**src/rtl/tl_pkg.sv**
```systemverilog
// Shared definitions for the traffic-light phase arbiter: light encodings,
// the phase state enum and small helpers for durations, round-robin order
// and light decoding.
package tl_pkg;

    localparam logic [2:0] RED    = 3'b100;
    localparam logic [2:0] YELLOW = 3'b010;
    localparam logic [2:0] GREEN  = 3'b001;

    // Request indices used by the round-robin pointer and pending vector.
    localparam logic [1:0] IDX_NS  = 2'd0;
    localparam logic [1:0] IDX_EW  = 2'd1;
    localparam logic [1:0] IDX_PED = 2'd2;

    typedef enum logic [2:0] {
        ALL_RED   = 3'd0,
        NS_GREEN  = 3'd1,
        NS_YELLOW = 3'd2,
        EW_GREEN  = 3'd3,
        EW_YELLOW = 3'd4,
        PED_WALK  = 3'd5,
        EMG       = 3'd6
    } state_t;

    // Timer load value: a zero configuration still gives a one-cycle phase.
    function automatic logic [3:0] phase_load(input logic [3:0] cfg);
        phase_load = (cfg == 4'd0) ? 4'd0 : (cfg - 4'd1);
    endfunction

    // Index served after the given one (NS -> EW -> PED -> NS).
    function automatic logic [1:0] rr_next(input logic [1:0] idx);
        rr_next = (idx == IDX_PED) ? IDX_NS : (idx + 2'd1);
    endfunction

    // First pending index at or after the pointer, in cyclic order.
    function automatic logic [1:0] rr_pick(input logic [2:0] pend, input logic [1:0] ptr);
        logic [1:0] first;
        logic [1:0] second;
        first  = ptr;
        second = rr_next(ptr);
        if (pend[first]) begin
            rr_pick = first;
        end else if (pend[second]) begin
            rr_pick = second;
        end else begin
            rr_pick = rr_next(second);
        end
    endfunction

    // Lights for a state: {light_NS, light_EW, pedestrian_signal}.
    // dir selects the green direction while in EMG (0 = NS, 1 = EW).
    function automatic logic [6:0] decode_lights(input state_t st, input logic dir);
        case (st)
            NS_GREEN:  decode_lights = {GREEN,  RED,    1'b0};
            NS_YELLOW: decode_lights = {YELLOW, RED,    1'b0};
            EW_GREEN:  decode_lights = {RED,    GREEN,  1'b0};
            EW_YELLOW: decode_lights = {RED,    YELLOW, 1'b0};
            PED_WALK:  decode_lights = {RED,    RED,    1'b1};
            EMG:       decode_lights = dir ? {RED, GREEN, 1'b0} : {GREEN, RED, 1'b0};
            default:   decode_lights = {RED,    RED,    1'b0};
        endcase
    endfunction

endpackage

```
**src/rtl/phase_timer.sv**
```systemverilog
// Four-bit phase down-timer. A load sets the count; otherwise it counts
// down and holds at zero, where expired stays high.
module phase_timer (
    input  logic       clk,
    input  logic       load,
    input  logic [3:0] load_value,
    output logic [3:0] value,
    output logic       expired
);

    // Count register: load wins, otherwise decrement until zero.
    always_ff @(posedge clk) begin
        if (load) begin
            value <= load_value;
        end else if (value != 4'd0) begin
            value <= value - 4'd1;
        end else begin
            value <= value;
        end
    end

    assign expired = (value == 4'd0);

endmodule

```
**src/rtl/phase_arbiter.sv**
```systemverilog
// Traffic-light phase arbiter: sequences NS / EW / pedestrian phases with
// round-robin service of pending requests and emergency preemption.
// Outputs are registered copies of the decode of the next state, so they
// always match the registered phase.
module phase_arbiter
    import tl_pkg::*;
(
    input  logic       clk,
    input  logic       rst,
    input  logic [3:0] cfg_green,
    input  logic [3:0] cfg_yellow,
    input  logic [3:0] cfg_clear,
    input  logic       req_ns,
    input  logic       req_ew,
    input  logic       req_ped,
    input  logic       emergency,
    input  logic       emg_dir,
    output logic [2:0] light_NS,
    output logic [2:0] light_EW,
    output logic       pedestrian_signal,
    output logic       ack_ns,
    output logic       ack_ew,
    output logic       ack_ped
);

    state_t     state_r;
    state_t     next_s;
    logic [2:0] pend_r;       // {ped, ew, ns}
    logic [1:0] ptr_r;        // next index to consider first
    logic       emg_dir_r;    // direction latched on EMG entry
    logic       dir_next_s;
    logic [1:0] pick_s;
    state_t     pick_state_s;
    logic       load_s;
    logic [3:0] load_value_s;
    logic [3:0] timer_value;
    logic       expired;
    logic [2:0] req_s;
    logic [2:0] serve_s;

    assign req_s = {req_ped, req_ew, req_ns};

    phase_timer u_timer (
        .clk        (clk),
        .load       (load_s),
        .load_value (load_value_s),
        .value      (timer_value),
        .expired    (expired)
    );

    // Round-robin choice among pending requests.
    always_comb begin
        pick_s = rr_pick(pend_r, ptr_r);
        case (pick_s)
            IDX_EW:  pick_state_s = EW_GREEN;
            IDX_PED: pick_state_s = PED_WALK;
            default: pick_state_s = NS_GREEN;
        endcase
    end

    // Next-state logic.
    always_comb begin
        next_s = state_r;
        case (state_r)
            ALL_RED: begin
                if (!expired) begin
                    next_s = ALL_RED;
                end else if (emergency) begin
                    next_s = EMG;
                end else if (pend_r != 3'b000) begin
                    next_s = pick_state_s;
                end else begin
                    next_s = ALL_RED;
                end
            end
            NS_GREEN: begin
                if (emergency) begin
                    next_s = emg_dir ? NS_YELLOW : EMG;
                end else if (expired && (pend_r[IDX_EW] || pend_r[IDX_PED])) begin
                    next_s = NS_YELLOW;
                end else begin
                    next_s = NS_GREEN;
                end
            end
            EW_GREEN: begin
                if (emergency) begin
                    next_s = emg_dir ? EMG : EW_YELLOW;
                end else if (expired && (pend_r[IDX_NS] || pend_r[IDX_PED])) begin
                    next_s = EW_YELLOW;
                end else begin
                    next_s = EW_GREEN;
                end
            end
            NS_YELLOW: next_s = expired ? ALL_RED : NS_YELLOW;
            EW_YELLOW: next_s = expired ? ALL_RED : EW_YELLOW;
            PED_WALK:  next_s = (expired || emergency) ? ALL_RED : PED_WALK;
            EMG: begin
                if (emergency) begin
                    next_s = EMG;
                end else begin
                    next_s = emg_dir_r ? EW_YELLOW : NS_YELLOW;
                end
            end
            default: next_s = ALL_RED;
        endcase
    end

    // Timer load on every state change (and on reset) with the new phase length.
    always_comb begin
        load_s = rst || (next_s != state_r);
        if (rst) begin
            load_value_s = phase_load(cfg_clear);
        end else begin
            case (next_s)
                NS_GREEN, EW_GREEN, PED_WALK: load_value_s = phase_load(cfg_green);
                NS_YELLOW, EW_YELLOW:         load_value_s = phase_load(cfg_yellow);
                ALL_RED:                      load_value_s = phase_load(cfg_clear);
                default:                      load_value_s = 4'd0;
            endcase
        end
    end

    // Which requests are being served this cycle: the phase is current or
    // being entered; EMG serves only its (latched or latching) direction.
    always_comb begin
        dir_next_s = (state_r == EMG) ? emg_dir_r : emg_dir;
        serve_s[IDX_NS]  = (state_r == NS_GREEN) || (next_s == NS_GREEN) ||
                           ((state_r == EMG) && !emg_dir_r) ||
                           ((next_s == EMG) && !dir_next_s);
        serve_s[IDX_EW]  = (state_r == EW_GREEN) || (next_s == EW_GREEN) ||
                           ((state_r == EMG) && emg_dir_r) ||
                           ((next_s == EMG) && dir_next_s);
        serve_s[IDX_PED] = (state_r == PED_WALK) || (next_s == PED_WALK);
    end

    // State, pending bits, pointer, emergency latch and registered outputs.
    always_ff @(posedge clk) begin
        if (rst) begin
            state_r           <= ALL_RED;
            pend_r            <= 3'b000;
            ptr_r             <= IDX_NS;
            emg_dir_r         <= 1'b0;
            light_NS          <= RED;
            light_EW          <= RED;
            pedestrian_signal <= 1'b0;
            ack_ns            <= 1'b0;
            ack_ew            <= 1'b0;
            ack_ped           <= 1'b0;
        end else begin
            state_r <= next_s;
            pend_r  <= (pend_r | req_s) & ~serve_s;
            ack_ns  <= serve_s[IDX_NS]  && (pend_r[IDX_NS]  || req_ns);
            ack_ew  <= serve_s[IDX_EW]  && (pend_r[IDX_EW]  || req_ew);
            ack_ped <= serve_s[IDX_PED] && (pend_r[IDX_PED] || req_ped);
            if ((state_r == ALL_RED) && (next_s != ALL_RED) && (next_s != EMG)) begin
                ptr_r <= rr_next(pick_s);
            end else begin
                ptr_r <= ptr_r;
            end
            if ((next_s == EMG) && (state_r != EMG)) begin
                emg_dir_r <= emg_dir;
            end else begin
                emg_dir_r <= emg_dir_r;
            end
            {light_NS, light_EW, pedestrian_signal} <= decode_lights(next_s, dir_next_s);
        end
    end

endmodule

```
**config.mk**
```make
export PLATFORM = sky130hd
export DESIGN_NAME = phase_arbiter
export DESIGN_NICKNAME = d
export VERILOG_FILES = /design/src/rtl/tl_pkg.sv /design/src/rtl/phase_timer.sv /design/src/rtl/phase_arbiter.sv
export SDC_FILE = /design/constraint.sdc
export NUM_CORES = 1
export LEC_CHECK = 0
export BUFFER_PORTS_ARGS = -buffer_cell sky130_fd_sc_hd__buf_2
export CORE_ASPECT_RATIO = 1.75
export CORE_MARGIN = 4
export CORE_UTILIZATION = 25
export CTS_BUF_LIST = sky130_fd_sc_hd__clkbuf_4
export CTS_CLUSTER_SIZE = 8
export DETAILED_ROUTE_END_ITERATION = 10
export GPL_ROUTABILITY_DRIVEN = 0
export SLEW_MARGIN = 10
export SYNTH_ARGS = -nofsm -noshare
export SYNTH_HDL_FRONTEND = slang
export SYNTH_SLANG_ARGS = --single-unit
```
**constraint.sdc**
```tcl
create_clock -name clk -period 3.3 [get_ports clk]
set_input_delay 0.495 -clock clk [delete_from_list [all_inputs] [get_ports clk]]
set_output_delay 0.495 -clock clk [all_outputs]
set_load 0.01 [all_outputs]
```
# After elaboration in Yosys (flattened, before gate mapping)
# Cells that the tools add are included.
totals:
  reg_bits: 23
  in_bits: 19
  out_inout_bits: 10
  wordCells: 117
op_classes:
  addsub: 7
  magnitude_cmp: 2
  eq_ne: 19
  mux: 35
  bitwise: 3
  reduce_logical: 40
ops:
  columns: ["op", "n"]
  rows:
  - ["7-bit case mux with 6 select lines", 1]
  - ["3-bit two-way mux", 11]
  - ["4-bit two-way mux", 6]
  - ["3-bit case mux with 7 select lines", 1]
  - ["3-bit equality test (second input constant)", 6]
  - ["4-bit zero test", 4]
  - ["2-bit two-way mux", 8]
  - ["4-bit by 1-bit subtractor with 4-bit output (second input constant)", 4]
  - ["1-bit logical OR", 14]
  - ["3-bit by 2-bit equality test with 1-bit output (second input constant)", 4]
  - ["1-bit logical AND", 12]
  - ["4-bit case mux with 3 select lines", 1]
  - ["7-bit two-way mux", 1]
  - ["2-bit by 1-bit adder with 2-bit output (second input constant)", 3]
  - ["2-bit equality test (second input constant)", 3]
  - ["3-bit by 1-bit equality test with 1-bit output (second input constant)", 2]
  - ["3-bit zero test", 2]
  - ["2-bit by 3-bit < comparator with 1-bit output (second input constant)", 2]
  - ["3-bit != test (second input constant)", 2]
  - ["3-bit case mux with 2 select lines", 1]
  - ["3-bit nonzero test", 2]
  - ["1-bit binary-select mux with 2-bit select", 2]
  - ["4-bit nonzero test", 1]
  - ["3-bit AND", 1]
  - ["9 further kinds", 12]

# Longest topological paths before layout
# Gate-level depths: netlist (run 1).
logic_depth:
  depth_word: 18
  depth_mapped: 12
  mapped_depth_nobuf: 9

# By module
# Synthesis (run 1) repeated with hierarchy kept, for this count alone.
unflattened:
  cells_unflattened: 180
  hier_area_um2: 1542.7
modules_own_cells:
  columns: ["mod", "n_inst", "cells_each", "area_each_um2", "seq_area_each_um2"]
  rows:
  - ["phase_arbiter", 1, 158, 1311.3, 380.4]
  - ["phase_timer", 1, 22, 231.5, 120.1]

# Worst setup path after synthesis (run 1)
# Ideal clock, no wire load.
synth_path:
  kind: "reg-to-reg"
  startpoint: "register u_timer.value[0]"
  endpoint: "register u_timer.value[1], data pin"
  setup_ns: 0.259
  arrival_ns: 2.646
  required_ns: 3.041
  slack_ns: 0.395
  path_stages_with_launch: 12
  n_path_buf: 3
  synth_period_minus_slack_ns: 2.905
  cell_sequence: "edfxtp_1 inv_1 ha_1 or3b_1 buf_2 or4_4 buf_6 and3_1 buf_6 a31o_1 a22o_1 o31a_1"
synth_via:
  elab_chain_cells: 10
  elab_cells_between_ends: 28
  cone_classes: "add/sub: 1; eq/ne: 6; mux: 13; reduce/logical: 8"
synth_rtl:
  columns: ["element", "line", "source"]
  rows:
  - ["start, declared", "phase_timer.sv:7", "output logic [3:0] value,"]
  - ["start signal, assigned", "phase_timer.sv:14", "value <= load_value;"]
  - ["start signal, assigned", "phase_timer.sv:16", "value <= value - 4'd1;"]
  - ["start signal, assigned", "phase_timer.sv:18", "value <= value;"]
  - ["4-bit zero test", "phase_timer.sv:22", "assign expired = (value == 4'd0);"]
  - ["1-bit logical AND, on equally long branches", "phase_arbiter.sv:88, phase_arbiter.sv:79", null]
  - ["3-bit two-way mux / 2-bit two-way mux (equally long branches)", "phase_arbiter.sv:88, phase_arbiter.sv:79", null]
  - ["3-bit two-way mux, on equally long branches", "phase_arbiter.sv:86, phase_arbiter.sv:77", null]
  - ["3-bit case mux with 7 select lines", "phase_arbiter.sv:64", "case (state_r)"]
  - ["3-bit by 1-bit equality test with 1-bit output, or another cell as far along", "phase_arbiter.sv:114", "case (next_s)"]
  - ["3-bit OR reduction / 2-bit OR reduction (equally long branches)", "phase_arbiter.sv:114", null]
  - ["4-bit case mux with 3 select lines", "phase_arbiter.sv:114", null]
  - ["4-bit two-way mux", "phase_arbiter.sv:111", "if (rst) begin"]
  - ["4-bit two-way mux (*)", "phase_timer.sv:13", "if (load) begin"]
# Every way passes the cells marked *; elsewhere a longest branch is shown, timed or not. The select of a mux whose other input is x is not followed.
# A chain may end at the register's enable or synchronous reset.

# Final worst setup path (run 1)
# Ends and elaborated chain as after synthesis.

==> results.cfg, run 1 <==
[clock_network]
clk_latency_ns = 0.32
postCtsSetupRepairBufs = 0
clock-sinks = 23
clock-root-buffer = clkbuf_4
cts_buffer_depth = 2
cts-resized-gates = 0
cts-htree-levels = 1
cts_hold_buf = 0
cts.reportedPaths.clkPinSlew_ns = 0.14
cts_tree = built
cts_buffers = 3

[yosys]
syn_area_um2 = 1600
yosys_warnings = 0
syn_nets = 223
ys_async_sr_fraction_pct = 0
syn_area_per_cell_um2 = 7.97
yosysTopAreaCellShare_pct = 23.7
ys_seq_elements = 23
synthFlopType = dfxtp_1
seq_area_frac_synth_pct = 31.2
synth-edff-count = 4
synth_top_cell_by_area = dfxtp_1
synth_area_leaders = dfxtp_1, edfxtp_1, nor2_1
syn_inst = 201
synthDistinctLibCells = 57

[power]
p_switching_mw = 0.498
peakVddDrop_uv = 260
switching_share_pct = 42.5
p_comb_share_pct = 51.9
powerDensity_nw_per_um2 = 641
leakage_nw = 0.749
p_seq_share_pct = 36.6
p_int_mw = 0.672
clkPwrFrac_pct = 11.5

[critical_path]
reg2reg_to = u_timer.value[1]$_DFFE_PP_
path_cells = inv_1, ha_1, or3b_1, o32ai_1, a32oi_1, and2_1, buf_4, a31o_1, a22o_1, o31a_1
path_buf_inv = 2
rr_worst_depth = 10
timing.rr.start = u_timer.value[0]$_DFFE_PP_
endpoint = u_timer.value[1]$_DFFE_PP_
arrival_ns = 3.20
reg2reg_setup_slack_ns = 0.20
crit_start = u_timer.value[0]$_DFFE_PP_
critPathLaunchType = flop
worst_setup_path_end_kind = flop
slowest_stage = or3b_1
max_stage_delay_ns = 0.50
path_depth = 10
crit_path_max_fanout = 10
cp.required_ns = 3.40
path_class = reg2reg
path_delay_family = compound AO/OA/AOI/OAI gates

[worst_hold_path]
min_path_type = in2reg
hp-start = req_ew

[layout]
layout.nets = 245
layout_commonest_cell = buf_2
register_area_um2 = 500
fillers = 672
syn_to_final_growth_pct = 14.0
multiInputGateArea_um2 = 985
drive_above_1_share_pct = 18.9
most-common-layout-cells = buf_2, nor2_1, dfxtp_1

[timing]
final_max_slew_viol_count = 0
finalSetupViolCount = 0
rsz0062_at_grt = no
min_period_over_period_pct = 94.0
max_freq_ghz = 0.322
slew-limit-headroom_pct = 68.1
fin_worst_skew_ns = 0.0146
finalCriticalPeriod_ns = 3.10
finalSetupTns_ns = 0
worst_slew_pin_slew_ns = 0.479
hold_viol_final = 0
whs_ns = 0.420

[place]
io_buffers = 28
place_hpwl_um = 3150

[route]
vias = 1548
wl_per_cell_um = 13.3
route.detailed.drc = 0
drt_pass1_iterations = 4
first_iter_violations = 81
ant_nets = 0
viasPerCell = 5.11
routed_wirelength_um = 4030

[global_route]
grt_use_total_pct = 10.9
overflow = 0
grt_max_degree = 27
grt_pass1_wl_um = 6530
antenna_found_initial = 1
grt_pass1_vias = 1482

[run]
max_cap_violations = 0

[floorplan]
die_area_um2 = 7810
num_rows = 38
pin_count = 29
chipHeight_um = 114
start_util_pct = 25.7
core_um2 = 6230
die_x_um = 68.5

[outcome]
outcome = finished, final reports clean
[worst min-delay path: cells and delay by family]
kind	cells	cell delay, ns
simple gates	2	0.12
buf+inv	1	0.07
[stage by stage]
stage	instance area (um^2)	utilization (%)	setup slack, ns	power, mW	instances
detailed placement	1790	28.8	0.239	1.03	298
global placement	1790	28.8	0.248	1.03	298
floorplan	1600	-	0.395	0.886	201
CTS	1820	29.2	0.220	1.17	302
finish	1830	29.3	0.199	1.17	303
global route	1830	29.3	0.0136	1.27	303
[synth_stat cells, types with 3 or more instances]
cell	count
a21oi_1	13
xnor2_1	5
edfxtp_1	4
nor4_1	3
ha_1	3
nand2b_1	4
nor2_1	19
buf_2	4
o21ai_0	6
mux2i_1	3
dfxtp_1	19
a211oi_1	4
nand2_1	12
nor3_1	11
nor3b_1	5
and3_1	8
inv_1	11
clkbuf_1	7
nand3b_1	3
o211ai_1	3
or3_1	4
a31oi_1	3
a2111oi_0	3
[flip-flops by register name, summed over array words and instances (netlist names)]
| signal | count |
|---|---|
| emg_dir_r | 1 |
| pend_r | 3 |
| light_NS | 3 |
| u_timer.value | 4 |
| state_r | 3 |
| ack_ns | 1 |
| ack_ped | 1 |
| pedestrian_signal | 1 |
| ack_ew | 1 |
| light_EW | 3 |
| ptr_r | 2 |
[worst min path at each step]
| stage | slack (ns) | end | cells past startpoint |
|---|---|---|---|
| after global routing | 0.43 | ack_ped$_SDFF_PP0_ | 3 |
| final | 0.42 | ack_ew$_SDFF_PP0_ | 3 |
| after CTS | 0.42 | ack_ew$_SDFF_PP0_ | 3 |
| after global placement | 0.50 | ptr_r[0]$_SDFFE_PP0P_ | 2 |
| after floorplan | 0.46 | ptr_r[0]$_SDFFE_PP0P_ | 2 |
| after detailed placement | 0.49 | ptr_r[0]$_SDFFE_PP0P_ | 2 |
[power groups by stage]
stage	Sequential [mW]	Combinational [mW]	Clock, mW
final	0.428	0.607	0.135
after global routing	0.440	0.676	0.150
after CTS	0.428	0.604	0.140
after detailed placement	0.435	0.600	0
after global placement	0.432	0.596	0
after floorplan	0.413	0.474	0
[metal layers]
metal  part of all wire, %  wire length (um)  global-route usage [%]  vias up
li1                      -                 -                       -      787
met1                    40              1610                    12.3      692
met2                    51              2040                    17.9       55
met3                   5.0               201                    1.38       14
met4                   4.3               174                    8.37        0
met5                     0                 0                       0        -
[logic make-up after synthesis]
family | count (synthesis) | synth area share (%)
AOI/OAI and AO/OA | 53 | 22.7
xor gates and xnor gates | 6 | 3.28
adders and majority gates | 3 | 2.34
buffers and inverters | 26 | 7.34
DFF | 23 | 31.2
muxes | 5 | 3.28
and+or+nand+nor | 85 | 29.8
[final cells by class]
type                            instances  area share, %
Multi-Input combinational cell        152           53.9
Sequential cell                        23           27.4
Timing Repair Buffer                   31           9.11
Tap cell                               80           5.48
Inverter                               12           2.47
Clock buffer                            3           1.23
Clock inverter                          1          0.274
Antenna cell                            1          0.137
Note: power is estimated with default switching activity, not from simulation.
==> inputs of run 2 (changes only) <==
SYNTH_HIERARCHICAL = 1   (was not set)
==> run 2 against run 1 <==
Wire length shrank 4.7%; cell count shrank 6.3%; hold slack improved by 0.018 ns; non-clock buffer count grew 1.
==> results.cfg, run 2 <==
[yosys]
syn_area_per_cell_um2 = 8.57
yosysTopAreaCellShare_pct = 24.7
synthFlopType = dfxtp_1
synthDistinctLibCells = 53
ys_async_sr_fraction_pct = 0
synth-edff-count = 4
synth.most_common_cell = dfxtp_1
synth_area_leaders = dfxtp_1, edfxtp_1, a21oi_1
yosys_warnings = 6
ys_seq_elements = 23
syn_inst = 180
synth_top_cell_by_area = dfxtp_1
syn_nets = 202
seq_area_frac_synth_pct = 32.4
syn_area_um2 = 1540
ys_top_cells_by_count = dfxtp_1, nand2_1, a21oi_1

[route]
route.detailed.drc = 0
first_iter_violations = 48
routed_wirelength_um = 3840
wl_per_cell_um = 13.5
viasPerCell = 4.97
ant_nets = 0
vias = 1411
drt_pass1_iterations = 5

[global_route]
grt_use_total_pct = 10.5
grtUsageMet2_pct = 19.0
grt_pass1_vias = 1371
overflow = 0
grt_max_degree = 24
grt_pass1_wl_um = 6250
grtUsageMet1_pct = 12.1
antenna_found_initial = 0
gr-usage-met3_pct = 0.505
busiest_layer = met2

[power]
leakage_nw = 0.680
total_power_mw = 1.13
peakVddDrop_uv = 245
powerDensity_nw_per_um2 = 639

[floorplan]
pin_count = 29
chipHeight_um = 112
num_rows = 37
core_um2 = 5930
die_x_um = 67.4
start_util_pct = 26.0
die_area_um2 = 7540

[clock_network]
clock-sinks = 23
postCtsSetupRepairBufs = 0
cts-resized-gates = 0
cts_tree = built
clk_latency_ns = 0.31
cts-htree-levels = 1
clock-root-buffer = clkbuf_4
cts_buffers = 3
cts_buffer_depth = 2
cts_hold_buf = 0
cts.reportedPaths.clkPinSlew_ns = 0.13

[worst_hold_path]
hp-start = req_ped
hold_end = ack_ped$_SDFF_PP0_
hold_depth = 3
min_path_type = in2reg

[layout]
register_area_um2 = 500
syn_to_final_growth_pct = 15.0
multiInputGateArea_um2 = 945
finalNonFillerCells = 284
n_antenna_cell = 0
layout_commonest_cell = buf_2
largest-register = u_timer/value
fillers = 686
drive_above_1_share_pct = 23.8
layout.nets = 229
most-common-layout-cells = buf_2, dfxtp_1, nand2_1
largest_register_ff_count = 4

[place]
dp_cells = 280
place_hpwl_um = 2990
pre_cts_ws_ns = 0.364
io_buffers = 28

[critical_path]
worst_setup_path_end_kind = flop
reg2reg_to = u_timer/value[3]$_DFFE_PP_
reg2reg_setup_slack_ns = 0.23
crit_path_max_fanout = 6
rr_worst_depth = 11
timing.rr.start = u_timer/value[0]$_DFFE_PP_
cp.required_ns = 3.36
critPathLaunchType = flop
arrival_ns = 3.13
path_class = reg2reg

[timing]
worst_slew_pin_slew_ns = 0.467
timing.final.ws_setup_ns = 0.227
slew-limit-headroom_pct = 68.6
min_period_over_period_pct = 93.1
hold_viol_final = 0
finalSetupTns_ns = 0
final_max_slew_viol_count = 0
fin_worst_skew_ns = 0.000634
whs_ns = 0.438
finalSetupViolCount = 0
max_freq_ghz = 0.325
rsz0062_at_grt = no
finalCriticalPeriod_ns = 3.07

[outcome]
outcome = finished, final reports clean

[run]
max_cap_violations = 0
-- run 2: cell types whose count changed after synthesis, sizes merged, moves of 3 or more --
cell     previous run  this run
a2111oi             3         0
a211oi              4         1
and3                8         1
nor2               19        13
nor2b               2         6
nor3b               5         2
o21ai               7        15
o31ai               1         5
xnor2               5         1
-- run 2: worst max-delay path by stage --
stage                          startpoint                    endpoint  slack [ns]  depth (start not counted)
6_report       u_timer/value[0]$_DFFE_PP_  u_timer/value[3]$_DFFE_PP_        0.23                         11
5_1_grt        u_timer/value[0]$_DFFE_PP_  u_timer/value[2]$_DFFE_PP_        0.04                         10
4_1_cts        u_timer/value[0]$_DFFE_PP_  u_timer/value[2]$_DFFE_PP_        0.29                         10
3_5_place_dp   u_timer/value[0]$_DFFE_PP_  u_timer/value[2]$_DFFE_PP_        0.36                         10
3_3_place_gp   u_timer/value[0]$_DFFE_PP_  u_timer/value[2]$_DFFE_PP_        0.42                         10
2_1_floorplan  u_timer/value[0]$_DFFE_PP_  u_timer/value[0]$_DFFE_PP_        0.37                         13
-- run 2: cell families (layout without fill, tap and decap cells) --
group | Yosys count | count (layout) | synth area share (%)
AO/OA/AOI/OAI | 58 | 58 | 28.1
XOR/XNOR | 3 | 3 | 2.92
adder cells (fa/ha/maj) | 3 | 3 | 2.43
buffers and inverters | 19 | 45 | 6.33
flip-flops | 23 | 23 | 32.4
multiplexers | 3 | 3 | 1.95
AND/OR/NAND/NOR | 71 | 71 | 25.8
-- run 2: report_power, final --
part | switching, mW | internal [mW]
Combinational | 0.311 | 0.252
Sequential | 0.0736 | 0.362
Clock | 0.0891 | 0.0453
Total | 0.474 | 0.660
-- run 2: metal layers --
| layer | routed length (um) | up-vias |
|---|---|---|
| li1 | - | 711 |
| met4 | 58 | 0 |
| met3 | 210 | 6 |
| met1 | 1510 | 645 |
| met2 | 2060 | 49 |
| met5 | 0 | - |
-- run 2: layout make-up --
type / count / share of cell area (%)
clock inverters: 1 / 0.282
well taps: 78 / 5.50
flip-flops and latches: 23 / 28.2
multi-input cells: 138 / 53.2
clock buffers: 3 / 1.27
inverters: 9 / 1.90
repair buffers: 32 / 9.59
-- run 2: critical path: stages, from the launching register on --
cell,delay (ns)
edfxtp_1,0.46
inv_1,0.09
ha_1,0.17
nand2b_1,0.08
nor2_1,0.35
nor4b_4,0.40
o31ai_2,0.17
o21ai_1,0.20
nor2_2,0.11
xor2_1,0.16
nand4b_1,0.14
or3_1,0.48
-- run 2: per-stage QoR --
step                utilization [%]  instance area [um^2]
finish                         29.9                  1770
global route                   29.9                  1770
CTS                            29.9                  1770
detailed placement             29.5                  1750
global placement               29.5                  1750
floorplan                         -                  1540
==> inputs of run 3 (changes only) <==
ABC_AREA = 1   (was not set)
==> run 3 against run 2 <==
Die area up 3.4%; synthesized cell count up 41%; count of clock-buffer cells in the layout did not move; final area grew 5.1%; critical path type unchanged; wire length rose by 5.8%; global-route usage rose by 0.65 points; non-clock buffer count decreased by 3; clock power is 3% higher; worst setup slack gained 0.15 ns; power is 18% higher; highest routed layer unchanged; sequential power hardly changed; register-to-register slack better by 0.15 ns.
==> results.cfg, run 3 <==
[yosys]
syn_nets = 276
syn_inst = 254
synthDistinctLibCells = 32
synth.most_common_cell = nand2_1
yosys_warnings = 6
ys_seq_elements = 23
synth_top_cell_by_area = dfxtp_1
ys_top_cells_by_count = nand2_1, nor2_1, inv_1
synth_area_leaders = dfxtp_1, nand2_1, nor2_1
ys_async_sr_fraction_pct = 0
yosysTopAreaCellShare_pct = 23.8
synth-edff-count = 4
syn_area_per_cell_um2 = 6.30
seq_area_frac_synth_pct = 31.3
syn_area_um2 = 1600
synthFlopType = dfxtp_1

[power]
peakVddDrop_uv = 203
p_seq_share_pct = 32.4
p_int_mw = 0.692
total_power_mw = 1.34
clkPwrFrac_pct = 10.3
leakage_nw = 0.963
p_switching_mw = 0.651
powerDensity_nw_per_um2 = 720
switching_share_pct = 48.5
p_comb_share_pct = 57.3

[timing]
finalSetupTns_ns = 0
hold_viol_final = 0
finalCriticalPeriod_ns = 2.92
finalSetupViolCount = 0
timing.final.ws_setup_ns = 0.377
worst_slew_pin_slew_ns = 0.550
max_freq_ghz = 0.342
slew-limit-headroom_pct = 63.3
fin_worst_skew_ns = 0.00546
final_max_slew_viol_count = 0
min_period_over_period_pct = 88.6
rsz0062_at_grt = no

[place]
io_buffers = 28
pre_cts_ws_ns = 0.428
place_hpwl_um = 3310
dpl-instance-area_um2 = 1840

[floorplan]
die_x_um = 68.5
num_rows = 38
core_um2 = 6230
die_area_um2 = 7800
start_util_pct = 25.7
chipHeight_um = 114
pin_count = 29

[critical_path]
critPathLaunchType = flop
arrival_ns = 2.95
slowest_stage = o2111ai_1
worst_setup_path_end_kind = flop
path_cells = inv_1, ha_1, inv_1, nor3_1, inv_1, nand3_1, nand2_1, nor2_1, nand2_1, inv_1, nand2_2, o2111ai_1, inv_1, nand2_1
cpMostUsedCell = inv_1
crit_path_max_fanout = 8
path_buf_inv = 5
cp.required_ns = 3.33
path_delay_family = simple AND/OR/NAND/NOR gates
path_class = reg2reg
max_stage_delay_ns = 0.48

[clock_network]
cts-resized-gates = 0
cts_buffers = 3
postCtsSetupRepairBufs = 0
clk_latency_ns = 0.32
cts_hold_buf = 0
cts_buffer_depth = 2
clock-root-buffer = clkbuf_4
clock-sinks = 23
cts_tree = built
cts-htree-levels = 1
cts.reportedPaths.clkPinSlew_ns = 0.14

[global_route]
grt_max_degree = 17
grt_pass1_wl_um = 6640
overflow = 0
antenna_found_initial = 1
grt_use_total_pct = 11.1
grt_pass1_vias = 1493

[route]
drt_pass1_iterations = 6
routed_wirelength_um = 4060
ant_nets = 0
route.detailed.drc = 0
first_iter_violations = 54
wl_per_cell_um = 11.1
vias = 1668
viasPerCell = 4.57

[layout]
layout.nets = 307
most-common-layout-cells = nand2_1, nor2_1, inv_1
final_area_um2 = 1870
drive_above_1_share_pct = 19.0
largest-register = u_timer/value
syn_to_final_growth_pct = 16.6
largest_register_ff_count = 4
layout_commonest_cell = nand2_1

[run]
max_cap_violations = 0

[outcome]
outcome = finished, final reports clean

[worst_hold_path]
min_path_type = in2reg
## run 3: cell families (layout without fill, tap and decap cells)
logic type / Yosys count / count (layout) / share of synthesized area, %
flops: 23 / 23 / 31.3
xor+xnor: 2 / 2 / 1.09
simple gates: 157 / 157 / 45.2
other cells: 0 / 1 / 0
fa+ha+maj: 3 / 3 / 2.35
buf+inv: 42 / 72 / 10.1
compound gates: 27 / 27 / 10.0
## run 3: stage by stage
step           util, %  hold WS, ns  cells
2_1_floorplan        -        0.465    254
3_3_place_gp      29.5        0.510    360
3_5_place_dp      29.5        0.509    360
4_1_cts           29.9        0.456    364
5_1_grt           30.0        0.463    365
6_report          30.0        0.454    365
## run 3: worst reg2reg max path, cell delays in order, from the launching register on
cell	delay (ns)
edfxtp_1	0.41
inv_1	0.11
ha_1	0.19
inv_1	0.04
nor3_1	0.35
inv_1	0.18
nand3_1	0.12
nand2_1	0.05
nor2_1	0.10
nand2_1	0.10
inv_1	0.08
nand2_2	0.09
o2111ai_1	0.48
inv_1	0.12
nand2_1	0.19
## run 3: area by class of cell
class                           instances  area, um^2
Clock buffer                            3        22.5
Tap cell                               80         100
Antenna cell                            1        2.50
Timing Repair Buffer                   29         148
Sequential cell                        23         500
Clock inverter                          1        5.00
Fill cell                             689        4360
Multi-Input combinational cell        189         938
Inverter                               39         149
## run 3: worst paths after layout
path	endpoint	depth (start not counted)	slack, ns	start
max	u_timer/value[0]$_DFFE_PP_	14	0.38	u_timer/value[0]$_DFFE_PP_
min	pend_r[0]$_SDFF_PP0_	3	0.45	req_ns
max reg2reg	u_timer/value[0]$_DFFE_PP_	14	0.38	u_timer/value[0]$_DFFE_PP_
min reg2reg	emg_dir_r$_SDFFE_PP0P_	2	0.53	emg_dir_r$_SDFFE_PP0P_
## run 3: power by group through the flow
stage               registers [mW]  logic, mW  clock network (mW)
floorplan                    0.442      0.581                   0
global placement             0.442      0.767                   0
detailed placement           0.443      0.764                   0
CTS                          0.436      0.768               0.140
global route                 0.447      0.876               0.150
finish                       0.436      0.769               0.138
## run 3: routing by layer
metal	global-route usage (%)	vias to the layer above	share of wire (%)
met5	0	-	0
met4	6.91	0	4.6
met3	1.28	15	6.2
met2	20.0	55	50
met1	11.6	733	39
li1	-	865	-
